<file path="config.mk">
export PLATFORM = sky130hd
export DESIGN_NAME = bus_dma_master_flat
export DESIGN_NICKNAME = d
export VERILOG_FILES = /design/src/rtl/bus_dma_master_pkg.sv /design/src/rtl/bus_dma_master_if.sv /design/src/rtl/bus_dma_master_addr_gen.sv /design/src/rtl/bus_dma_master.sv /design/src/flat_wrapper.sv
export SDC_FILE = /design/constraint.sdc
export NUM_CORES = 1
export LEC_CHECK = 0
export ABC_AREA = 1
export CAP_MARGIN = 10
export CORE_MARGIN = 1
export CORE_UTILIZATION = 25
export DETAILED_ROUTE_END_ITERATION = 6
export GPL_ROUTABILITY_DRIVEN = 0
export RECOVER_POWER = 25
export REMOVE_ABC_BUFFERS = 1
export SLEW_MARGIN = 20
export SYNTH_ARGS = -nofsm -noshare
export SYNTH_HDL_FRONTEND = slang
export SYNTH_SLANG_ARGS = --single-unit
</file>
<file path="constraint.sdc">
create_clock -name clk -period 3.5 [get_ports clk]
set_input_delay 0.7 -clock clk [delete_from_list [all_inputs] [get_ports clk]]
set_output_delay 0.7 -clock clk [all_outputs]
set_load 0.05 [all_outputs]
</file>
<file path="src/rtl/bus_dma_master_pkg.sv">
// Shared bus constants and DMA state encoding.
package bus_dma_master_pkg;

    localparam int BUS_ADDR_W = 8;
    localparam int BUS_DATA_W = 32;
    localparam int BUS_LEN_W  = 8;
    // Slave read data appears on M_din this many cycles after the address.
    localparam int RD_LAT     = 1;

    typedef enum logic [2:0] {
        IDLE   = 3'd0,
        REQ    = 3'd1,
        READ   = 3'd2,
        RDWAIT = 3'd3,
        WRITE  = 3'd4,
        DONE   = 3'd5
    } state_e;

endpackage

</file>
<file path="src/rtl/bus_dma_master_if.sv">
// Master-slot view of the shared bus: req/grant plus address/write/data cycle.
interface bus_dma_master_if #(
    parameter int ADDR_W = 8,
    parameter int DATA_W = 32
);
    logic              M_req;
    logic              M_grant;
    logic              M_wr;
    logic [ADDR_W-1:0] M_address;
    logic [DATA_W-1:0] M_dout;
    logic [DATA_W-1:0] M_din;

    modport master (output M_req, M_wr, M_address, M_dout, input M_grant, M_din);
    modport slave  (input M_req, M_wr, M_address, M_dout, output M_grant, M_din);
endinterface

</file>
<file path="src/rtl/bus_dma_master_addr_gen.sv">
// Transfer descriptor registers, word index and src/dst address adders; 0-cycle address decode.
// No backpressure of its own: idx only advances when the FSM reports a granted write.
module bus_dma_master_addr_gen #(
    parameter int ADDR_W = 8,
    parameter int LEN_W  = 8
) (
    input  logic              clk,
    input  logic              reset_n,
    input  logic              load_i,
    input  logic              inc_i,
    input  logic [ADDR_W-1:0] src_i,
    input  logic [ADDR_W-1:0] dst_i,
    input  logic [LEN_W-1:0]  len_i,
    output logic [ADDR_W-1:0] src_addr_o,
    output logic [ADDR_W-1:0] dst_addr_o,
    output logic              last_o
);
    logic [ADDR_W-1:0] src_q, src_d;
    logic [ADDR_W-1:0] dst_q, dst_d;
    logic [LEN_W-1:0]  len_q, len_d;
    logic [LEN_W-1:0]  idx_q, idx_d;
    logic [LEN_W-1:0]  idx_nxt;

    assign idx_nxt = idx_q + 1'b1;

    always_comb begin
        src_d = src_q;
        dst_d = dst_q;
        len_d = len_q;
        idx_d = idx_q;
        if (load_i) begin
            src_d = src_i;
            dst_d = dst_i;
            len_d = len_i;
            idx_d = '0;
        end else if (inc_i) begin
            idx_d = idx_nxt;
        end
    end

    always_ff @(posedge clk or negedge reset_n) begin
        if (!reset_n) begin
            src_q <= '0;
            dst_q <= '0;
            len_q <= '0;
            idx_q <= '0;
        end else begin
            src_q <= src_d;
            dst_q <= dst_d;
            len_q <= len_d;
            idx_q <= idx_d;
        end
    end

    // Address sums wrap modulo 2^ADDR_W by truncation.
    assign src_addr_o = src_q + ADDR_W'(idx_q);
    assign dst_addr_o = dst_q + ADDR_W'(idx_q);
    assign last_o     = (idx_nxt == len_q);

endmodule

</file>
<file path="src/rtl/bus_dma_master.sv">
// Word-copy DMA bus master; 3 cycles per word once granted (READ, RDWAIT, WRITE).
// Stalls in REQ while ungranted; a write that loses grant is retried from a fresh read.
module bus_dma_master
    import bus_dma_master_pkg::*;
#(
    parameter int ADDR_W = BUS_ADDR_W,
    parameter int DATA_W = BUS_DATA_W,
    parameter int LEN_W  = BUS_LEN_W
) (
    input  logic                 clk,
    input  logic                 reset_n,
    input  logic                 start,
    input  logic [ADDR_W-1:0]    src_addr,
    input  logic [ADDR_W-1:0]    dst_addr,
    input  logic [LEN_W-1:0]     length,
    bus_dma_master_if.master     bus,
    output logic                 busy,
    output logic                 done
);
    state_e            state_q, state_d;
    logic [DATA_W-1:0] buf_q, buf_d;
    logic              load;
    logic              inc;
    logic              last;
    logic [ADDR_W-1:0] rd_addr;
    logic [ADDR_W-1:0] wr_addr;

    assign load = (state_q == IDLE) && start;
    assign inc  = (state_q == WRITE) && bus.M_grant;

    bus_dma_master_addr_gen #(
        .ADDR_W (ADDR_W),
        .LEN_W  (LEN_W)
    ) u_addr_gen (
        .clk        (clk),
        .reset_n    (reset_n),
        .load_i     (load),
        .inc_i      (inc),
        .src_i      (src_addr),
        .dst_i      (dst_addr),
        .len_i      (length),
        .src_addr_o (rd_addr),
        .dst_addr_o (wr_addr),
        .last_o     (last)
    );

    always_comb begin
        buf_d = buf_q;
        if (load) begin
            buf_d = '0;
        end else if (state_q == RDWAIT) begin
            buf_d = bus.M_din;
        end
    end

    always_ff @(posedge clk or negedge reset_n) begin
        if (!reset_n) begin
            state_q <= IDLE;
            buf_q   <= '0;
        end else begin
            state_q <= state_d;
            buf_q   <= buf_d;
        end
    end

    always_comb begin
        state_d = state_q;
        unique case (state_q)
            IDLE:    if (start) state_d = (length == '0) ? DONE : REQ;
            REQ:     if (bus.M_grant) state_d = READ;
            READ:    state_d = bus.M_grant ? RDWAIT : REQ;
            RDWAIT:  state_d = WRITE;
            // Ungranted WRITE drops back to REQ; idx holds so the word is re-read.
            WRITE:   state_d = !bus.M_grant ? REQ : (last ? DONE : READ);
            DONE:    state_d = IDLE;
            default: state_d = IDLE;
        endcase
    end

    always_comb begin
        bus.M_req     = 1'b0;
        bus.M_wr      = 1'b0;
        bus.M_address = '0;
        bus.M_dout    = '0;
        busy          = (state_q != IDLE);
        done          = 1'b0;
        unique case (state_q)
            REQ, RDWAIT: bus.M_req = 1'b1;
            READ: begin
                bus.M_req     = 1'b1;
                bus.M_address = rd_addr;
            end
            WRITE: begin
                bus.M_req     = 1'b1;
                bus.M_wr      = 1'b1;
                bus.M_address = wr_addr;
                bus.M_dout    = buf_q;
            end
            DONE:    done = 1'b1;
            default: ;
        endcase
    end

endmodule
</file>
<file path="src/flat_wrapper.sv">
// flat-port wrapper written by rule: the top's interface ports become plain ports
module bus_dma_master_flat import bus_dma_master_pkg::*;
#(
    parameter int ADDR_W = BUS_ADDR_W,
    parameter int DATA_W = BUS_DATA_W,
    parameter int LEN_W  = BUS_LEN_W
)
  (clk, reset_n, start, src_addr, dst_addr, length, busy, done, bus_M_req, bus_M_wr, bus_M_address, bus_M_dout, bus_M_grant, bus_M_din);
  bus_dma_master_if #(.ADDR_W(ADDR_W), .DATA_W(DATA_W)) bus_i ();
  input  logic clk;
  input  logic reset_n;
  input  logic start;
  input  logic [ADDR_W-1:0] src_addr;
  input  logic [ADDR_W-1:0] dst_addr;
  input  logic [LEN_W-1:0] length;
  output logic busy;
  output logic done;
  output wire logic [$bits(bus_i.M_req)-1:0] bus_M_req;
  output wire logic [$bits(bus_i.M_wr)-1:0] bus_M_wr;
  output wire logic [$bits(bus_i.M_address)-1:0] bus_M_address;
  output wire logic [$bits(bus_i.M_dout)-1:0] bus_M_dout;
  input wire logic [$bits(bus_i.M_grant)-1:0] bus_M_grant;
  input wire logic [$bits(bus_i.M_din)-1:0] bus_M_din;
  assign bus_M_req = bus_i.M_req;
  assign bus_M_wr = bus_i.M_wr;
  assign bus_M_address = bus_i.M_address;
  assign bus_M_dout = bus_i.M_dout;
  assign bus_i.M_grant = bus_M_grant;
  assign bus_i.M_din = bus_M_din;
  bus_dma_master #(.ADDR_W(ADDR_W), .DATA_W(DATA_W), .LEN_W(LEN_W)) u_core (.clk(clk), .reset_n(reset_n), .start(start), .src_addr(src_addr), .dst_addr(dst_addr), .length(length), .bus(bus_i), .busy(busy), .done(done));
endmodule
</file>
==> impl_metrics.csv <==
group,metric,value,unit
run_status,status,"finished, violations left",
run_status,violations,"capacitance limit, slew limit",
detailed_routing,drt.antenna.violating_nets,0,
worst_setup_path,cp-start-kind,"flip-flop",
layout,final_nets,627,
cts,clock_latency,0.33,ns
placed_design,placed_area,4850,sq um
detailed_routing,drc,0,
pwr,pwr-share-comb,44.8,%
detailed_routing,routed.top_layer,"met4",
cts,cts_buffers,9,
pwr,p_sw,1490,uW
logic_synthesis,synth_top_area_cell,"dfrtp_1",
worst_setup_path,crit_arrival,2.66,ns
layout,final_common_cell,"nand2_1",
timing,setup_ws,0.136,ns
timing,fin_crit_sh,96.1,%
cts,postCtsHoldBufs,0,
placed_design,dp_slack,0.148,ns
detailed_routing,wirelength_met1,4080,um
logic_synthesis,syn_area,3540,sq um
global_route,grt_pass1_wl,15700,um
detailed_routing,dr.pass1.iters,5,
global_route,grt_max_degree,68,
pwr,powerDensity,723,nW/um^2
die,core,13800,sq um
detailed_routing,wl_per_cell,12.5,um
worst_hold_path,hp-class,"flip-flop to flip-flop",
logic_synthesis,postSynthCellCount,451,
die,rows,43,
timing,skew,0.00347,ns
cts,cts_max_path_buffers,2,
placed_design,dpl.hpwl,6910,um
worst_setup_path,end_kind,"output port",
cts,cts_max_level,3,
timing,hold_viol,0,
die,die_x,121,um
detailed_routing,num_vias,3235,
timing,tightestPinTransition,1.67,ns
pwr,vdd_ir_drop_max,237,uV
pwr,seq_power_share,32.9,%
placed_design,dp_cells,725,
logic_synthesis,yosysSeqAreaShare,47.4,%
layout,regArea,1680,sq um
logic_synthesis,synth.distinct_cells,29,
layout,layout_common_cells,"111 x nand2_1, 93 x clkdlybuf4s50_1, 68 x inv_1",
layout,multi_input_area,1570,sq um
cts,cts_tree,"yes",
logic_synthesis,synth_warnings,0,
timing,report.final.slew_viol_count,68,
logic_synthesis,synth_top_area_share,47.4,%
detailed_routing,vias_per_cell,4.35,
layout,layoutNonFillerInstCount,743,
detailed_routing,drt-initial-drc-count,146,
pwr,swShare,40.0,%
pwr,pwr-share-clk,22.3,%
logic_synthesis,synth_seq_cells,67,
layout,area_growth,45.9,%
job,maxCapViolations,1,
detailed_routing,route.met2.wl,4490,um
global_route,grt-ovfl-total,0,
global_route,grt_pass1_vias,3326,
layout,finalInstanceArea,5160,sq um
global_route,grt_use_total,13.9,%
worst_setup_path,required,2.80,ns
detailed_routing,route.met3.wl,516,um
layout,fillCellCount,1420,
detailed_routing,wl,9320,um
pwr,p_int,2240,uW
timing,setup_viol,0,
global_route,antenna_found_initial,0,
die,io_pins,104,
timing,slew_headroom,-11.5,%
timing,fmax,297,MHz
cts,clkTransAtPathRegs,0.05,ns
cts,cts_root_buffer,"clkbuf_16",
logic_synthesis,synth_area_leaders,"dfrtp_1 47%, nand2_1 12%, inv_1 7.3%",
layout,drive_above_1_share,11.0,%
worst_setup_path,crit_path_max_fanout,10,
layout,antennaDiodeCount,0,
die,die_area,14600,sq um
logic_synthesis,postSynthAreaPerCell,7.85,sq um
cts,clock-sinks,67,
die,start_util,25.6,%
die,die-height,121,um
placed_design,port_buffers,103,
pwr,leakage,0.00232,uW
worst_setup_path,worstSetupPathType,"flip-flop to output port",
timing,final.min_clock_period,3.36,ns
## worst max-delay path, cell delays in order (launching register included)
cell	delay, ns
dfrtp_1	0.42
nor2_4	0.17
nand2_4	0.12
inv_4	0.10
nand2_1	0.05
nand2_1	0.05
ha_1	0.15
inv_1	0.06
fa_2	0.37
o21ai_2	0.18
a21oi_1	0.09
nor2_1	0.10
nor2_1	0.07
o21ai_0	0.19
a21oi_2	0.07
buf_12	0.15
## power by group through the flow
stage,Combinational [uW],Clock [uW],Sequential [uW]
floorplan,1090,0,1190
global placement,1620,0,1240
detailed placement,1650,0,1240
CTS,1660,856,1230
global route,1870,898,1260
finish,1670,831,1230
## worst paths after layout
| kind | start | slack, ns | to | cells after the start |
|---|---|---|---|---|
| max | u_core.state_q[0]$_DFFE_PN0P_ | 0.14 | bus_M_address[6] | 15 |
| min | u_core.u_addr_gen.dst_q[0]$_DFFE_PN0P_ | 0.51 | u_core.u_addr_gen.dst_q[0]$_DFFE_PN0P_ | 1 |
| max reg2reg | u_core.state_q[0]$_DFFE_PN0P_ | 1.63 | u_core.u_addr_gen.idx_q[5]$_DFFE_PN0P_ | 7 |
| min reg2reg | u_core.u_addr_gen.dst_q[0]$_DFFE_PN0P_ | 0.51 | u_core.u_addr_gen.dst_q[0]$_DFFE_PN0P_ | 1 |
| max in group asynchronous | reset_n | 1.60 | u_core.buf_q[7]$_DFFE_PN0P_ | 2 |
| min in group asynchronous | reset_n | 0.89 | u_core.u_addr_gen.src_q[6]$_DFFE_PN0P_ | 2 |
## sequential cells by signal, indices dropped and copies added, names as in the netlist
name and count:
u_core.buf_q 32, u_core.u_addr_gen.dst_q 8, u_core.u_addr_gen.idx_q 8, u_core.u_addr_gen.len_q 8
u_core.u_addr_gen.src_q 8, u_core.state_q 3
## cell families (layout without fill, tap and decap cells)
| kind of cell | after synthesis | in the layout | share of synthesized area, % |
|---|---|---|---|
| AND/OR/NAND/NOR | 200 | 200 | 23.4 |
| buffers and inverters | 83 | 195 | 9.05 |
| AO/OA/AOI/OAI | 72 | 72 | 10.7 |
| flip-flops | 67 | 67 | 47.4 |
| multiplexers | 16 | 16 | 5.06 |
| adder cells (fa/ha/maj) | 9 | 9 | 3.39 |
| XOR/XNOR | 4 | 4 | 0.990 |
## synth_stat cells (all sizes together)
master  instances
nand2         112
inv            70
dfrtp          67
nor2           64
o21ai          53
nand3          18
mux2           15
a21oi          12
ha              8
buf             7
clkbuf          6
o22ai           4
nand4           3
xor2            3
nand3b          2
fa              1
mux2i           1
nor3            1
o21a            1
o21bai          1
o32ai           1
xnor2           1
## final cells by class
type / count / area share, %
Clock buffer: 14 / 5.12
Clock inverter: 2 / 0.194
Inverter: 70 / 5.14
Multi-Input combinational cell: 301 / 30.5
Sequential cell: 67 / 32.5
Tap cell: 180 / 4.36
Timing Repair Buffer: 109 / 22.2
## through the flow
| step | utilization (%) | total power [uW] | hold slack (ns) | setup TNS, ns |
|---|---|---|---|---|
| 6_report | 37.3 | 3730 | 0.507 | 0 |
| 5_1_grt | 37.3 | 4030 | 0.518 | -0.0756 |
| 4_1_cts | 37.1 | 3750 | 0.509 | 0 |
| 3_5_place_dp | 35.0 | 2890 | 0.495 | 0 |
| 3_3_place_gp | 35.0 | 2850 | 0.488 | 0 |
| 2_1_floorplan | - | 2280 | 0.404 | -1.88 |
## repair_timing
item	in CTS	in global routing
buffers inserted	0	2
pin swaps	0	2
setup endpoints to repair	2	3
resized for setup	5	4
## layer usage
metal	global-route usage, %	vias up
met5	0	-
met4	6.56	0
met3	4.18	18
met2	23.0	92
met1	16.4	1492
li1	-	1633
Power figures use the tool's default switching activity.
